File: src/rtl/ysyx_23060096_mcycle_ctrl_pkg.sv
// Shared definitions for the multi-cycle control sequencer: FSM state encoding,
// RV32I opcodes, ImmGen ext_op codes and PC source selects.
package ysyx_23060096_defs;

    typedef enum logic [3:0] {
        S_IDLE      = 4'd0,
        S_FETCH     = 4'd1,
        S_WAIT_INST = 4'd2,
        S_DECODE    = 4'd3,
        S_EXEC      = 4'd4,
        S_MEM_REQ   = 4'd5,
        S_MEM_WAIT  = 4'd6,
        S_WB        = 4'd7,
        S_HALT      = 4'd8,
        S_TRAP      = 4'd9
    } state_e;

    localparam logic [6:0] OPC_LOAD   = 7'b0000011;
    localparam logic [6:0] OPC_OP_IMM = 7'b0010011;
    localparam logic [6:0] OPC_AUIPC  = 7'b0010111;
    localparam logic [6:0] OPC_STORE  = 7'b0100011;
    localparam logic [6:0] OPC_OP     = 7'b0110011;
    localparam logic [6:0] OPC_LUI    = 7'b0110111;
    localparam logic [6:0] OPC_BRANCH = 7'b1100011;
    localparam logic [6:0] OPC_JALR   = 7'b1100111;
    localparam logic [6:0] OPC_JAL    = 7'b1101111;
    localparam logic [6:0] OPC_SYSTEM = 7'b1110011;

    localparam logic [31:0] INST_EBREAK = 32'h00100073;

    localparam logic [2:0] EXT_I = 3'b000;
    localparam logic [2:0] EXT_U = 3'b001;
    localparam logic [2:0] EXT_S = 3'b010;
    localparam logic [2:0] EXT_B = 3'b011;
    localparam logic [2:0] EXT_J = 3'b100;

    localparam logic [1:0] PCSEL_PC4     = 2'b00;
    localparam logic [1:0] PCSEL_PC_IMM  = 2'b01;
    localparam logic [1:0] PCSEL_RS1_IMM = 2'b10;

endpackage

File: src/rtl/ysyx_23060096_mcycle_ctrl_if.sv
// IFU and LSU bus ports of the control sequencer, grouped with master
// (sequencer) and slave (fabric) views.
interface ysyx_23060096_mcycle_ctrl_if;

    // A request transfers on a rising edge where valid and ready are both 1;
    // valid, once raised, holds until that edge. A response (rsp_valid) is only
    // accepted in the cycle after the request transfer or later, never with it.
    logic        ifu_req_valid;
    logic        ifu_req_ready;
    logic        ifu_rsp_valid;
    logic [31:0] ifu_rsp_inst;
    logic        lsu_req_valid;
    logic        lsu_req_wen;
    logic        lsu_req_ready;
    logic        lsu_rsp_valid;

    modport master (
        output ifu_req_valid,
        input  ifu_req_ready,
        input  ifu_rsp_valid,
        input  ifu_rsp_inst,
        output lsu_req_valid,
        output lsu_req_wen,
        input  lsu_req_ready,
        input  lsu_rsp_valid
    );

    modport slave (
        input  ifu_req_valid,
        output ifu_req_ready,
        output ifu_rsp_valid,
        output ifu_rsp_inst,
        input  lsu_req_valid,
        input  lsu_req_wen,
        output lsu_req_ready,
        output lsu_rsp_valid
    );

endinterface

File: src/rtl/ysyx_23060096_opdec.sv
// Combinational opcode decoder: immediate select, instruction class flags,
// EBREAK detection and illegal-instruction detection.
module ysyx_23060096_opdec
    import ysyx_23060096_defs::*;
(
    input  logic [31:0] ir_i,
    output logic [2:0]  ext_op_o,
    output logic        is_load_o,
    output logic        is_store_o,
    output logic        is_branch_o,
    output logic        is_jal_o,
    output logic        is_jalr_o,
    output logic        writes_rd_o,
    output logic        is_ebreak_o,
    output logic        illegal_o
);

    logic legal;

    always_comb begin
        ext_op_o    = EXT_I;
        is_load_o   = 1'b0;
        is_store_o  = 1'b0;
        is_branch_o = 1'b0;
        is_jal_o    = 1'b0;
        is_jalr_o   = 1'b0;
        legal       = 1'b1;
        case (ir_i[6:0])
            OPC_LOAD:            is_load_o = 1'b1;
            OPC_OP_IMM, OPC_OP:  ext_op_o  = EXT_I;
            OPC_JALR:            is_jalr_o = 1'b1;
            OPC_LUI, OPC_AUIPC:  ext_op_o  = EXT_U;
            OPC_STORE: begin
                ext_op_o   = EXT_S;
                is_store_o = 1'b1;
            end
            OPC_BRANCH: begin
                ext_op_o    = EXT_B;
                is_branch_o = 1'b1;
            end
            OPC_JAL: begin
                ext_op_o = EXT_J;
                is_jal_o = 1'b1;
            end
            // EBREAK is the only SYSTEM word this core handles.
            OPC_SYSTEM:          legal = (ir_i == INST_EBREAK);
            default:             legal = 1'b0;
        endcase
    end

    assign is_ebreak_o = (ir_i == INST_EBREAK);
    assign illegal_o   = ~legal;
    assign writes_rd_o = ~(is_store_o | is_branch_o);

endmodule

File: src/rtl/ysyx_23060096_mcycle_ctrl.sv
// Multi-cycle control sequencer: fetches one instruction at a time, holds it in
// the IR and steps PC update, regfile write and load/store through a Moore FSM.
module ysyx_23060096_mcycle_ctrl
    import ysyx_23060096_defs::*;
(
    input  logic                               clk,
    input  logic                               rstn,
    ysyx_23060096_mcycle_ctrl_if.master        bus,
    output logic [31:0]                        ir,
    output logic [2:0]                         ext_op,
    input  logic                               branch_taken,
    output logic                               rf_we,
    output logic                               pc_we,
    output logic [1:0]                         pc_sel,
    output logic                               instret,
    output logic                               halt,
    output logic                               trap,
    output state_e                             dbg_state_o
);

    state_e      state_q, state_d;
    logic [31:0] ir_q, ir_d;
    logic [2:0]  ext_op_q, ext_op_d;
    logic        bt_q, bt_d;

    logic [2:0]  dec_ext_op;
    logic        is_load, is_store, is_branch, is_jal, is_jalr;
    logic        writes_rd, is_ebreak, illegal;

    ysyx_23060096_opdec u_opdec (
        .ir_i        (ir_q),
        .ext_op_o    (dec_ext_op),
        .is_load_o   (is_load),
        .is_store_o  (is_store),
        .is_branch_o (is_branch),
        .is_jal_o    (is_jal),
        .is_jalr_o   (is_jalr),
        .writes_rd_o (writes_rd),
        .is_ebreak_o (is_ebreak),
        .illegal_o   (illegal)
    );

    always_ff @(posedge clk) begin
        if (!rstn) begin
            state_q  <= S_IDLE;
            ir_q     <= 32'd0;
            ext_op_q <= EXT_I;
            bt_q     <= 1'b0;
        end else begin
            state_q  <= state_d;
            ir_q     <= ir_d;
            ext_op_q <= ext_op_d;
            bt_q     <= bt_d;
        end
    end

    // Inputs steer only the next state; every strobe depends on state and
    // registered IR/branch flag alone.
    always_comb begin
        state_d           = state_q;
        ir_d              = ir_q;
        ext_op_d          = ext_op_q;
        bt_d              = bt_q;
        bus.ifu_req_valid = 1'b0;
        bus.lsu_req_valid = 1'b0;
        bus.lsu_req_wen   = 1'b0;
        rf_we             = 1'b0;
        pc_we             = 1'b0;
        pc_sel            = PCSEL_PC4;
        instret           = 1'b0;
        halt              = 1'b0;
        trap              = 1'b0;
        case (state_q)
            S_IDLE:      state_d = S_FETCH;
            S_FETCH: begin
                bus.ifu_req_valid = 1'b1;
                if (bus.ifu_req_ready) state_d = S_WAIT_INST;
            end
            S_WAIT_INST: begin
                if (bus.ifu_rsp_valid) begin
                    ir_d    = bus.ifu_rsp_inst;
                    state_d = S_DECODE;
                end
            end
            S_DECODE: begin
                ext_op_d = dec_ext_op;
                if (is_ebreak)    state_d = S_HALT;
                else if (illegal) state_d = S_TRAP;
                else              state_d = S_EXEC;
            end
            S_EXEC: begin
                bt_d    = branch_taken;
                state_d = (is_load || is_store) ? S_MEM_REQ : S_WB;
            end
            S_MEM_REQ: begin
                bus.lsu_req_valid = 1'b1;
                bus.lsu_req_wen   = is_store;
                if (bus.lsu_req_ready) state_d = S_MEM_WAIT;
            end
            S_MEM_WAIT: begin
                if (bus.lsu_rsp_valid) state_d = S_WB;
            end
            S_WB: begin
                pc_we   = 1'b1;
                instret = 1'b1;
                rf_we   = writes_rd;
                if (is_jalr)                           pc_sel = PCSEL_RS1_IMM;
                else if (is_jal || (is_branch && bt_q)) pc_sel = PCSEL_PC_IMM;
                state_d = S_FETCH;
            end
            S_HALT:      halt = 1'b1;
            S_TRAP:      trap = 1'b1;
            default:     state_d = S_IDLE;
        endcase
    end

    assign ir          = ir_q;
    assign ext_op      = ext_op_q;
    assign dbg_state_o = state_q;

endmodule

File: src/flat_wrapper.sv
// flat-port wrapper written by rule: the top's interface ports become plain ports
module ysyx_23060096_mcycle_ctrl_flat import ysyx_23060096_defs::*;
  (clk, rstn, ir, ext_op, branch_taken, rf_we, pc_we, pc_sel, instret, halt, trap, dbg_state_o, bus_ifu_req_valid, bus_ifu_req_ready, bus_ifu_rsp_valid, bus_ifu_rsp_inst, bus_lsu_req_valid, bus_lsu_req_wen, bus_lsu_req_ready, bus_lsu_rsp_valid);
  ysyx_23060096_mcycle_ctrl_if bus_i ();
  input  logic clk;
  input  logic rstn;
  output logic [31:0] ir;
  output logic [2:0] ext_op;
  input  logic branch_taken;
  output logic rf_we;
  output logic pc_we;
  output logic [1:0] pc_sel;
  output logic instret;
  output logic halt;
  output logic trap;
  output state_e dbg_state_o;
  output wire logic [$bits(bus_i.ifu_req_valid)-1:0] bus_ifu_req_valid;
  input wire logic [$bits(bus_i.ifu_req_ready)-1:0] bus_ifu_req_ready;
  input wire logic [$bits(bus_i.ifu_rsp_valid)-1:0] bus_ifu_rsp_valid;
  input wire logic [$bits(bus_i.ifu_rsp_inst)-1:0] bus_ifu_rsp_inst;
  output wire logic [$bits(bus_i.lsu_req_valid)-1:0] bus_lsu_req_valid;
  output wire logic [$bits(bus_i.lsu_req_wen)-1:0] bus_lsu_req_wen;
  input wire logic [$bits(bus_i.lsu_req_ready)-1:0] bus_lsu_req_ready;
  input wire logic [$bits(bus_i.lsu_rsp_valid)-1:0] bus_lsu_rsp_valid;
  assign bus_ifu_req_valid = bus_i.ifu_req_valid;
  assign bus_i.ifu_req_ready = bus_ifu_req_ready;
  assign bus_i.ifu_rsp_valid = bus_ifu_rsp_valid;
  assign bus_i.ifu_rsp_inst = bus_ifu_rsp_inst;
  assign bus_lsu_req_valid = bus_i.lsu_req_valid;
  assign bus_lsu_req_wen = bus_i.lsu_req_wen;
  assign bus_i.lsu_req_ready = bus_lsu_req_ready;
  assign bus_i.lsu_rsp_valid = bus_lsu_rsp_valid;
  ysyx_23060096_mcycle_ctrl u_core (.clk(clk), .rstn(rstn), .bus(bus_i), .ir(ir), .ext_op(ext_op), .branch_taken(branch_taken), .rf_we(rf_we), .pc_we(pc_we), .pc_sel(pc_sel), .instret(instret), .halt(halt), .trap(trap), .dbg_state_o(dbg_state_o));
endmodule
File: config.mk
export PLATFORM = sky130hd
export DESIGN_NAME = ysyx_23060096_mcycle_ctrl_flat
export DESIGN_NICKNAME = d
export VERILOG_FILES = /design/src/rtl/ysyx_23060096_mcycle_ctrl_pkg.sv /design/src/rtl/ysyx_23060096_mcycle_ctrl_if.sv /design/src/rtl/ysyx_23060096_opdec.sv /design/src/rtl/ysyx_23060096_mcycle_ctrl.sv /design/src/flat_wrapper.sv
export SDC_FILE = /design/constraint.sdc
export NUM_CORES = 1
export LEC_CHECK = 0
export ABC_AREA = 1
export BUFFER_PORTS_ARGS = -buffer_cell sky130_fd_sc_hd__buf_2
export CORE_ASPECT_RATIO = 1.1
export CORE_MARGIN = 5
export CORE_UTILIZATION = 52
export DETAILED_ROUTE_END_ITERATION = 6
export PLACE_DENSITY_LB_ADDON = 0.08
export SLEW_MARGIN = 20
export SYNTH_ARGS = -nofsm -noshare
export SYNTH_HDL_FRONTEND = slang
export SYNTH_HIERARCHICAL = 1
export SYNTH_SLANG_ARGS = --single-unit
File: constraint.sdc
create_clock -name clk -period 2.98 [get_ports clk]
set_input_delay 0.298 -clock clk [delete_from_list [all_inputs] [get_ports clk]]
set_output_delay 0.298 -clock clk [all_outputs]
set_load 0.005 [all_outputs]
==> results of run 1 <==
[worst min-delay path, delay by kind of cell]
kind / cells / cell delay [ns]
buffers and inverters: 1 / 0.07
AOI/OAI and AO/OA: 2 / 0.15
[where the power goes]
| part | total [µW] | internal (µW) | switching, µW | leakage (µW) |
|---|---|---|---|---|
| clock network | 336 | 159 | 176 | 0.0000410 |
| registers | 736 | 640 | 95.3 | 0.000325 |
| logic | 618 | 254 | 365 | 0.000982 |
[registers in the layout, indices dropped and copies added, names as in the netlist]
| register | flops |
|---|---|
| u_core/ext_op | 3 |
| u_core/bt_q | 1 |
| u_core/dbg_state_o | 4 |
| u_core/ir | 32 |
[layout make-up]
cell class | count | area share (%)
clock buffer | 6 | 2.79
clock inverter | 1 | 0.192
inverter | 80 | 11.5
multi-input combinational | 184 | 35.5
sequential | 40 | 30.7
tap | 52 | 2.50
timing repair buffer | 87 | 16.7
[cell usage in the layout (no fill, tap or decap), types with 5 or more instances in the layout]
| cell type | synthesis | layout |
|---|---|---|
| a21oi_1 | 38 | 38 |
| buf_2 | 0 | 87 |
| clkbuf_8 | 0 | 5 |
| dfxtp_1 | 40 | 40 |
| inv_1 | 74 | 74 |
| inv_2 | 6 | 6 |
| nand2_1 | 42 | 42 |
| nand2_2 | 5 | 5 |
| nand3_1 | 5 | 5 |
| nor2_1 | 36 | 36 |
| nor2_2 | 8 | 8 |
| o21ai_0 | 8 | 8 |
| o21ai_1 | 21 | 21 |
| o21ai_2 | 7 | 7 |
[per-stage QoR]
step,utilization [%],area [µm²]
6_report,65.7,2610
4_1_cts,65.7,2610
5_1_grt,65.7,2610
3_5_place_dp,63.8,2530
2_1_floorplan,-,2120
3_3_place_gp,63.8,2530
[logic make-up after synthesis]
| family | after synthesis | share of synthesized area (%) |
|---|---|---|
| flip-flops | 40 | 37.7 |
| buffers and inverters | 91 | 18.6 |
| AO/OA/AOI/OAI | 75 | 19.0 |
| AND/OR/NAND/NOR | 109 | 24.6 |
[how the worst max path moves through the flow]
| stage | from | to | slack [ns] | depth (start not counted) |
|---|---|---|---|---|
| 4_1_cts | u_core/ir[1] | bus_lsu_req_wen | 1.03 | 8 |
| 2_1_floorplan | u_core/ir[3] | u_core/dbg_state_o[1] | 1.60 | 13 |
| 6_report | u_core/ir[1] | bus_lsu_req_wen | 1.04 | 8 |
| 3_3_place_gp | u_core/dbg_state_o[3] | u_core/ir[6] | 1.22 | 4 |
| 3_5_place_dp | u_core/dbg_state_o[3] | u_core/ir[7] | 1.17 | 4 |
| 5_1_grt | u_core/ir[1] | bus_lsu_req_wen | 0.90 | 8 |
[routing by layer]
layer	wire length [µm]	part of all wire, %	GRT usage [%]
met2	2310	49	32.2
met3	377	8.0	6.93
met4	51	1.1	4.51
met1	1950	42	17.6
met5	0	0	0
==> metrics.yaml, run 1 <==
final_layout:
  multiInputGateArea_um2: 926
  ff_latch_area_um2: 801
  stdcell_count: 450
  fillers: 409
  drive_gt1_share_pct: 31.9
  diodes: 0
  nets: 437
  syn_to_final_growth_pct: 22.8
sta:
  period_share_pct: 65.0
  max_freq_mhz: 516
  hold_viol: 0
  worst_pin_slew_ns: 0.701
  setup_viol: 0
  fin_skew_ns: 0.00586
  whs_ns: 0.269
  setup-tns-final_ns: 0
  slew_viol_final: 0
  slew_headroom_pct: 53.3
  final.min_clock_period_ns: 1.94
  setup_ws_ns: 1.04
  rsz0062_at_grt: "false"
critical_path:
  cp_max_fo: 3
  cpLargestDelayFamily: "simple AND/OR/NAND/NOR gates"
  cp_cell_sequence: "nand2_1, nor2_4, inv_2, nor2_2, inv_2, nor2_1, nor3b_1, buf_2"
  path_class: "register to output pin"
  r2r_slack_ns: 1.16
  cp_num_buf_inv: 3
  rr_startpoint: "u_core/dbg_state_o[3]"
  end_kind: "output pin"
  cp_data_required_time_ns: 2.68
  slowest_stage: "dfxtp_1"
  start_kind: "register"
  reg2reg_to: "u_core/ir[9]"
  path_common_cell: "inv_2"
  critPathMaxStageDelay_ns: 0.35
  worstPathArrival_ns: 1.64
  reg2regPathDepth: 4
clocking:
  cts_tree: "done"
  postCtsSetupBuffers: 0
  clkLatencyLatePin_ns: 0.29
  ctsRootBufferMaster: "clkbuf_8"
  numCtsBuffers: 5
  ctsHtreeMaxLevel: 2
  cts_buffer_depth: 2
  postCtsResizedCells: 0
  hold_buffers: 0
  path_clk_slew_ns: 0.08
  cts_sinks: 40
logic_synthesis:
  synth_seq_area_share_pct: 37.7
  synth_seq_cells: 40
  yosys_warnings: 6
  post_synth_num_cell_types: 28
  synth_area_um2: 2120
  synthCells: 315
  synth_edf_count: 0
  yosys-top-cells-area: "dfxtp_1 (38%), inv_1 (13%), a21oi_1 (9.0%)"
  synth_common_cells: "inv_1 (74), nand2_1 (42), dfxtp_1 (40)"
  ys.flop_type: "dfxtp_1"
  synth_top_area_share_pct: 37.7
  syn_nets: 354
  avgSynthCellArea_um2: 6.74
  post-synth-top-count-cell: "inv_1"
  synthArstFlopShare_pct: 0
  synth_top_area_cell: "dfxtp_1"
floorplan:
  core_area_um2: 3960
  initial_core_util_pct: 53.5
  die-area_um2: 5460
  die_h_um: 77
  die_x_um: 70.9
  io_pins: 88
  rows: 24
place:
  place_inst: 443
  io_buffers: 87
  gp_congestion: 0.814
  post-dp-hpwl_um: 3570
  dp_slack_ns: 1.17
power_and_ir_drop:
  power.density_nw_per_um2: 649
  irDropWorstVdd_mv: 0.414
  leakage_uw: 0.00135
  p_total_uw: 1690
worst_hold_path:
  min_path_type: "input pin to register"
  hold_depth: 3
  hold_start: "bus_ifu_rsp_inst[28]"
  holdPathEnd: "u_core/ir[28]"
flow_run:
  max-cap-violations: 0
grt:
  overflow: 0
  grt_pass1_wl_um: 7700
  grt_max_degree: 65
  grt_pass1_vias: 1903
  grt_use_total_pct: 17.3
  antenna_found_initial: 0
routing:
  wl_per_cell_um: 10.4
  route.detailed.drc: 0
  totalWireLength_um: 4690
  antenna_left: 0
  vias: 2039
  firstDrtPassIters: 5
  drtIter0Drc: 92
  via_per_inst: 4.53
run_status:
  status: "completed"
(Power assumes the default switching activity.)
==> run 2: changes to the inputs <==
Settings changed: CORE_UTILIZATION 52 to 48.
Clock period 2.98 ns to 1.8 ns, I/O delays scaled along.
==> metrics.yaml, run 2 (same netlist as run 1, synthesis figures left out) <==
critical_path:
  slowest_stage: "dfxtp_1"  # unchanged
  path_class: "register to output pin"  # unchanged
  worstPathArrival_ns: 1.45  # was 1.64 ns
  rr_startpoint: "u_core/ir[4]"  # was u_core/dbg_state_o[3]
  end_kind: "output pin"  # unchanged
  start_kind: "register"  # unchanged
  cp_max_fo: 4  # was 3
  cp_num_buf_inv: 4  # was 3
  cp_data_required_time_ns: 1.62  # was 2.68 ns
  critPathMaxStageDelay_ns: 0.33  # was 0.35 ns
  crit_path_start: "u_core/ir[3]"  # was u_core/ir[1]
  cp_cell_sequence: "inv_1, nand2_2, nor2_4, inv_2, nor2_2, inv_2, nor2_2, nor3b_2, buf_2"  # was nand2_1, nor2_4, inv_2, nor2_2, inv_2, nor2_1, nor3b_1, buf_2
  cpLargestDelayFamily: "simple AND/OR/NAND/NOR gates"  # unchanged
clocking:
  hold_buffers: 0  # unchanged
  clkLatencyLatePin_ns: 0.28  # was 0.29 ns
  cts_buffer_depth: 2  # unchanged
  path_clk_slew_ns: 0.08  # about the same
  cts_tree: "done"  # unchanged
  numCtsBuffers: 5  # unchanged
  cts_sinks: 40  # unchanged
  ctsRootBufferMaster: "clkbuf_8"  # unchanged
  ctsHtreeMaxLevel: 2  # unchanged
sta:
  slew_headroom_pct: 77.7  # was 53.3%
  rsz0062_at_grt: "false"  # unchanged
  max_freq_mhz: 613
  setup-tns-final_ns: 0  # unchanged
  fin_skew_ns: 0.00246  # was 0.00586 ns
  setup_viol: 0  # unchanged
  final.min_clock_period_ns: 1.63
  period_share_pct: 90.6
  hold_viol: 0  # unchanged
  slew_viol_final: 0  # unchanged
  worst_pin_slew_ns: 0.335  # was 0.701 ns
routing:
  firstDrtPassIters: 4  # was 5
  route.detailed.drc: 0  # unchanged
  wl_per_cell_um: 10.4  # about the same
  drtIter0Drc: 60  # was 92
  antenna_left: 0  # unchanged
  totalWireLength_um: 4730  # was 4690 µm
  via_per_inst: 4.48  # was 4.53
  vias: 2041  # was 2039
final_layout:
  drive_gt1_share_pct: 34.6  # was 31.9%
  ff_latch_area_um2: 806  # was 801 µm²
  nets: 440  # was 437
  syn_to_final_growth_pct: 26.8  # was 22.8%
  most-common-layout-cells: "buf_2 (87), inv_1 (74), nand2_1 (41), a21oi_1 (38), dfxtp_1 (36)"  # was buf_2 (87), inv_1 (74), nand2_1 (42), dfxtp_1 (40), a21oi_1 (38)
  largest_register_ffs: 32  # unchanged
  diodes: 0  # unchanged
  final_common_cell: "buf_2"  # unchanged
  fillers: 429  # was 409
  multiInputGateArea_um2: 936  # was 926 µm²
floorplan:
  die_h_um: 79.7  # was 77 µm
  core_area_um2: 4290  # was 3960 µm²
  io_pins: 88  # unchanged
  initial_core_util_pct: 49.5  # was 53.5%
  die-area_um2: 5850  # was 5460 µm²
  rows: 25  # was 24
  die_x_um: 73.4  # was 70.9 µm
grt:
  overflow: 0  # unchanged
  grt_pass1_vias: 1850  # was 1903
  grt_use_total_pct: 17.0  # was 17.3%
  grt_max_degree: 65  # unchanged
  antenna_found_initial: 0  # unchanged
  grt_pass1_wl_um: 7970  # was 7700 µm
place:
  post-dp-hpwl_um: 3670  # was 3570 µm
  io_buffers: 87  # unchanged
  gp_congestion: 0.790  # was 0.814
worst_hold_path:
  min_path_type: "input pin to register"  # unchanged
  hold_start: "bus_ifu_rsp_inst[8]"  # was bus_ifu_rsp_inst[28]
run_status:
  status: "completed"  # unchanged
power_and_ir_drop:
  power.density_nw_per_um2: 1110  # was 649 nW/µm²
  p_total_uw: 2990  # was 1690 µW
  irDropWorstVdd_mv: 0.558  # was 0.414 mV
  leakage_uw: 0.00138  # was 0.00135 µW
flow_run:
  max-cap-violations: 0  # unchanged
-- run 2: power breakdown --
group / leakage [µW] / internal (µW) / switching (µW)
Sequential: 0.000327 / 1060 / 166
Clock: 0.0000541 / 410 / 301
Combinational: 0.00100 / 441 / 608
-- run 2: repair_timing --
item | in CTS | in global routing
gates resized for setup | 0 | 7
setup endpoints to repair | 0 | 2
buffers inserted | 0 | 0
-- run 2: path summary, 6_finish.rpt --
path / slack (ns) / depth (start not counted) / to
max: 0.17 / 9 / bus_lsu_req_wen
min: 0.15 / 3 / u_core/ir[8]
max reg2reg: 0.23 / 14 / u_core/dbg_state_o[0]
min reg2reg: 0.45 / 2 / u_core/ir[28]
-- run 2: per-layer routing --
layer	part of all wire [%]	vias up	global-route usage (%)	routed length [µm]
met2	48	55	28.1	2250
met1	43	855	21.1	2040
li1	-	1127	-	-
met3	8.3	4	4.53	394
met4	0.95	0	6.16	45
met5	0	-	0	0
-- run 2: final cells by class --
cell class	instances	area share, %
multi-input cells	184	34.8
flip-flops and latches	40	29.9
repair buffers	90	17.5
inverters	80	11.2
clock buffers	5	2.56
well taps	54	2.51
clock inverters	3	1.58
-- run 2: through the flow --
stage                     instance area [µm²]  instances  hold slack [ns]  util [%]  setup slack (ns)
final                                    2690        456            0.154      62.8             0.170
after global routing                     2690        456            0.146      62.8           0.00752
after CTS                                2680        456            0.143      62.5            0.0139
after detailed placement                 2560        448            0.446      59.9             0.247
after global placement                   2560        448            0.442      59.9             0.284
after floorplan                          2120        315            0.342         -             0.424
-- run 2: worst min-delay path: cells and delay by family --
kind / cells / cell delay, ns
buffers and inverters: 1 / 0.07
AO/OA/AOI/OAI: 2 / 0.15
==> run 3: changes to the inputs <==
Settings changed: CORE_ASPECT_RATIO 1.1 to not set, CTS_CLUSTER_DIAMETER set to 40.
==> metrics.yaml, run 3 (same netlist as run 1, synthesis figures left out) <==
power_and_ir_drop:
  leakage_uw: 0.00137  # was 0.00138 µW
  irDropWorstVdd_mv: 0.507  # was 0.558 mV
  power.density_nw_per_um2: 1090  # was 1110 nW/µm²
clocking:
  cts_sinks: 40  # unchanged
  hold_buffers: 0  # unchanged
  ctsHtreeMaxLevel: 2  # unchanged
  cts_tree: "done"  # unchanged
  numCtsBuffers: 5  # unchanged
  postCtsSetupBuffers: 0  # unchanged
  cts_buffer_depth: 2  # unchanged
  ctsRootBufferMaster: "clkbuf_8"  # unchanged
  path_clk_slew_ns: 0.08  # about the same
  clkLatencyLatePin_ns: 0.29  # was 0.28 ns
final_layout:
  drive_gt1_share_pct: 33.7  # was 34.6%
  nets: 439  # was 440
  syn_to_final_growth_pct: 25.4  # was 26.8%
  most-common-layout-cells: "buf_2 (87), inv_1 (74), nand2_1 (41), a21oi_1 (38), dfxtp_1 (38)"  # was buf_2 (87), inv_1 (74), nand2_1 (41), a21oi_1 (38), dfxtp_1 (36)
  stdcell_count: 453  # was 456
  final_common_cell: "buf_2"  # unchanged
  diodes: 0  # unchanged
  largest_register_ffs: 32  # unchanged
grt:
  grt-busiest-layer: "met2"  # unchanged
  grt_pass1_wl_um: 7820  # was 7970 µm
  use_met2_pct: 26.9  # was 28.1%
  antenna_found_initial: 0  # unchanged
  grt_pass1_vias: 1754  # was 1850
  grt_use_total_pct: 16.1  # was 17.0%
  grtUsageMet3_pct: 6.15  # was 4.53%
  grt_max_degree: 65  # unchanged
  grtUsageMet1_pct: 19.0  # was 21.1%
  overflow: 0  # unchanged
floorplan:
  rows: 24  # was 25
  die_x_um: 76.5  # was 73.4 µm
  core_area_um2: 4320  # was 4290 µm²
  die-area_um2: 5850  # about the same
  die_h_um: 76.5  # was 79.7 µm
  initial_core_util_pct: 49.1  # was 49.5%
  io_pins: 88  # unchanged
critical_path:
  slowest_stage: "dfxtp_1"  # unchanged
  critPathMaxStageDelay_ns: 0.37  # was 0.33 ns
  path_class: "register to output pin"  # unchanged
  cp_cell_sequence: "nand2_2, nor2_4, inv_2, nor2_2, inv_2, nor2_2, nor3b_2, buf_2"  # was inv_1, nand2_2, nor2_4, inv_2, nor2_2, inv_2, nor2_2, nor3b_2, buf_2
  cp_data_required_time_ns: 1.62  # about the same
  start_kind: "register"  # unchanged
  rr_startpoint: "u_core/ir[4]"  # unchanged
  worstPathArrival_ns: 1.48  # was 1.45 ns
  cp_max_fo: 3  # was 4
  crit_path_start: "u_core/ir[0]"  # was u_core/ir[3]
  end_kind: "output pin"  # unchanged
worst_hold_path:
  hold_start: "bus_ifu_rsp_inst[15]"  # was bus_ifu_rsp_inst[8]
  min_path_type: "input pin to register"  # unchanged
routing:
  wl_per_cell_um: 10.5  # was 10.4 µm
  route.detailed.drc: 0  # unchanged
  via_per_inst: 4.42  # was 4.48
  firstDrtPassIters: 4  # unchanged
  vias: 2002  # was 2041
  antenna_left: 0  # unchanged
  drtIter0Drc: 52  # was 60
  totalWireLength_um: 4770  # was 4730 µm
sta:
  max_freq_mhz: 603  # was 613 MHz
  setup-tns-final_ns: 0  # unchanged
  slew_headroom_pct: 71.1  # was 77.7%
  slew_viol_final: 0  # unchanged
  setup_viol: 0  # unchanged
  final.min_clock_period_ns: 1.66  # was 1.63 ns
  fin_skew_ns: 0.00751  # was 0.00246 ns
  hold_viol: 0  # unchanged
  worst_pin_slew_ns: 0.433  # was 0.335 ns
  period_share_pct: 92.1  # was 90.6%
place:
  place_inst: 445  # was 448
  post-dp-hpwl_um: 3690  # was 3670 µm
  gp_congestion: 0.822  # was 0.790
  io_buffers: 87  # unchanged
flow_run:
  max-cap-violations: 0  # unchanged
run_status:
  status: "completed"  # unchanged
run 3: area by class of cell:
type / count / area, µm²
clock buffer: 7 / 86.3
sequential: 40 / 803
inverter: 80 / 300
fill: 445 / 1660
tap: 52 / 65.1
clock inverter: 1 / 7.51
timing repair buffer: 89 / 463
multi-input combinational: 184 / 936
run 3: worst max-delay path, delay by kind of cell, from the launching register on:
kind | cells | cell delay, ns
and+or+nand+nor | 5 | 0.59
DFF | 1 | 0.37
buffers and inverters | 3 | 0.24
run 3: metrics by stage:
step | utilization (%) | total power (µW) | instance area [µm²] | worst slack [ns] | hold slack [ns]
finish | 61.5 | 2890 | 2660 | 0.142 | 0.150
global route | 61.5 | 3150 | 2660 | -0.00612 | 0.145
CTS | 61.3 | 2930 | 2650 | 0.0437 | 0.143
detailed placement | 59.1 | 2300 | 2550 | 0.258 | 0.448
global placement | 59.1 | 2300 | 2550 | 0.258 | 0.443
floorplan | - | 1980 | 2120 | 0.424 | 0.342
run 3: path summary, 6_finish.rpt:
| path | end | slack (ns) | depth (start not counted) |
|---|---|---|---|
| max | bus_lsu_req_wen | 0.14 | 8 |
| max reg2reg | u_core/dbg_state_o[0] | 0.23 | 14 |
| min reg2reg | u_core/ir[15] | 0.46 | 2 |
| min | u_core/ir[15] | 0.15 | 3 |
run 3: report_power, final:
part           switching, µW  total [µW]  leakage (µW)  internal, µW
sequential               166        1230      0.000326          1060
clock                    302         613     0.0000445           311
combinational            610        1050      0.000998           440
total                   1080        2890       0.00137          1810
run 3: layer usage:
layer / wire length [µm] / vias up / part of all wire [%]
li1: - / 1121 / -
met1: 2090 / 827 / 44
met2: 2260 / 48 / 47
met3: 366 / 6 / 7.7
met4: 53 / 0 / 1.1
met5: 0 / - / 0
run 3: timing repair:
action,4_1_cts,5_1_grt
endpoints found under the setup margin,0,2
hold endpoints to repair,0,0
gates resized for setup,0,5
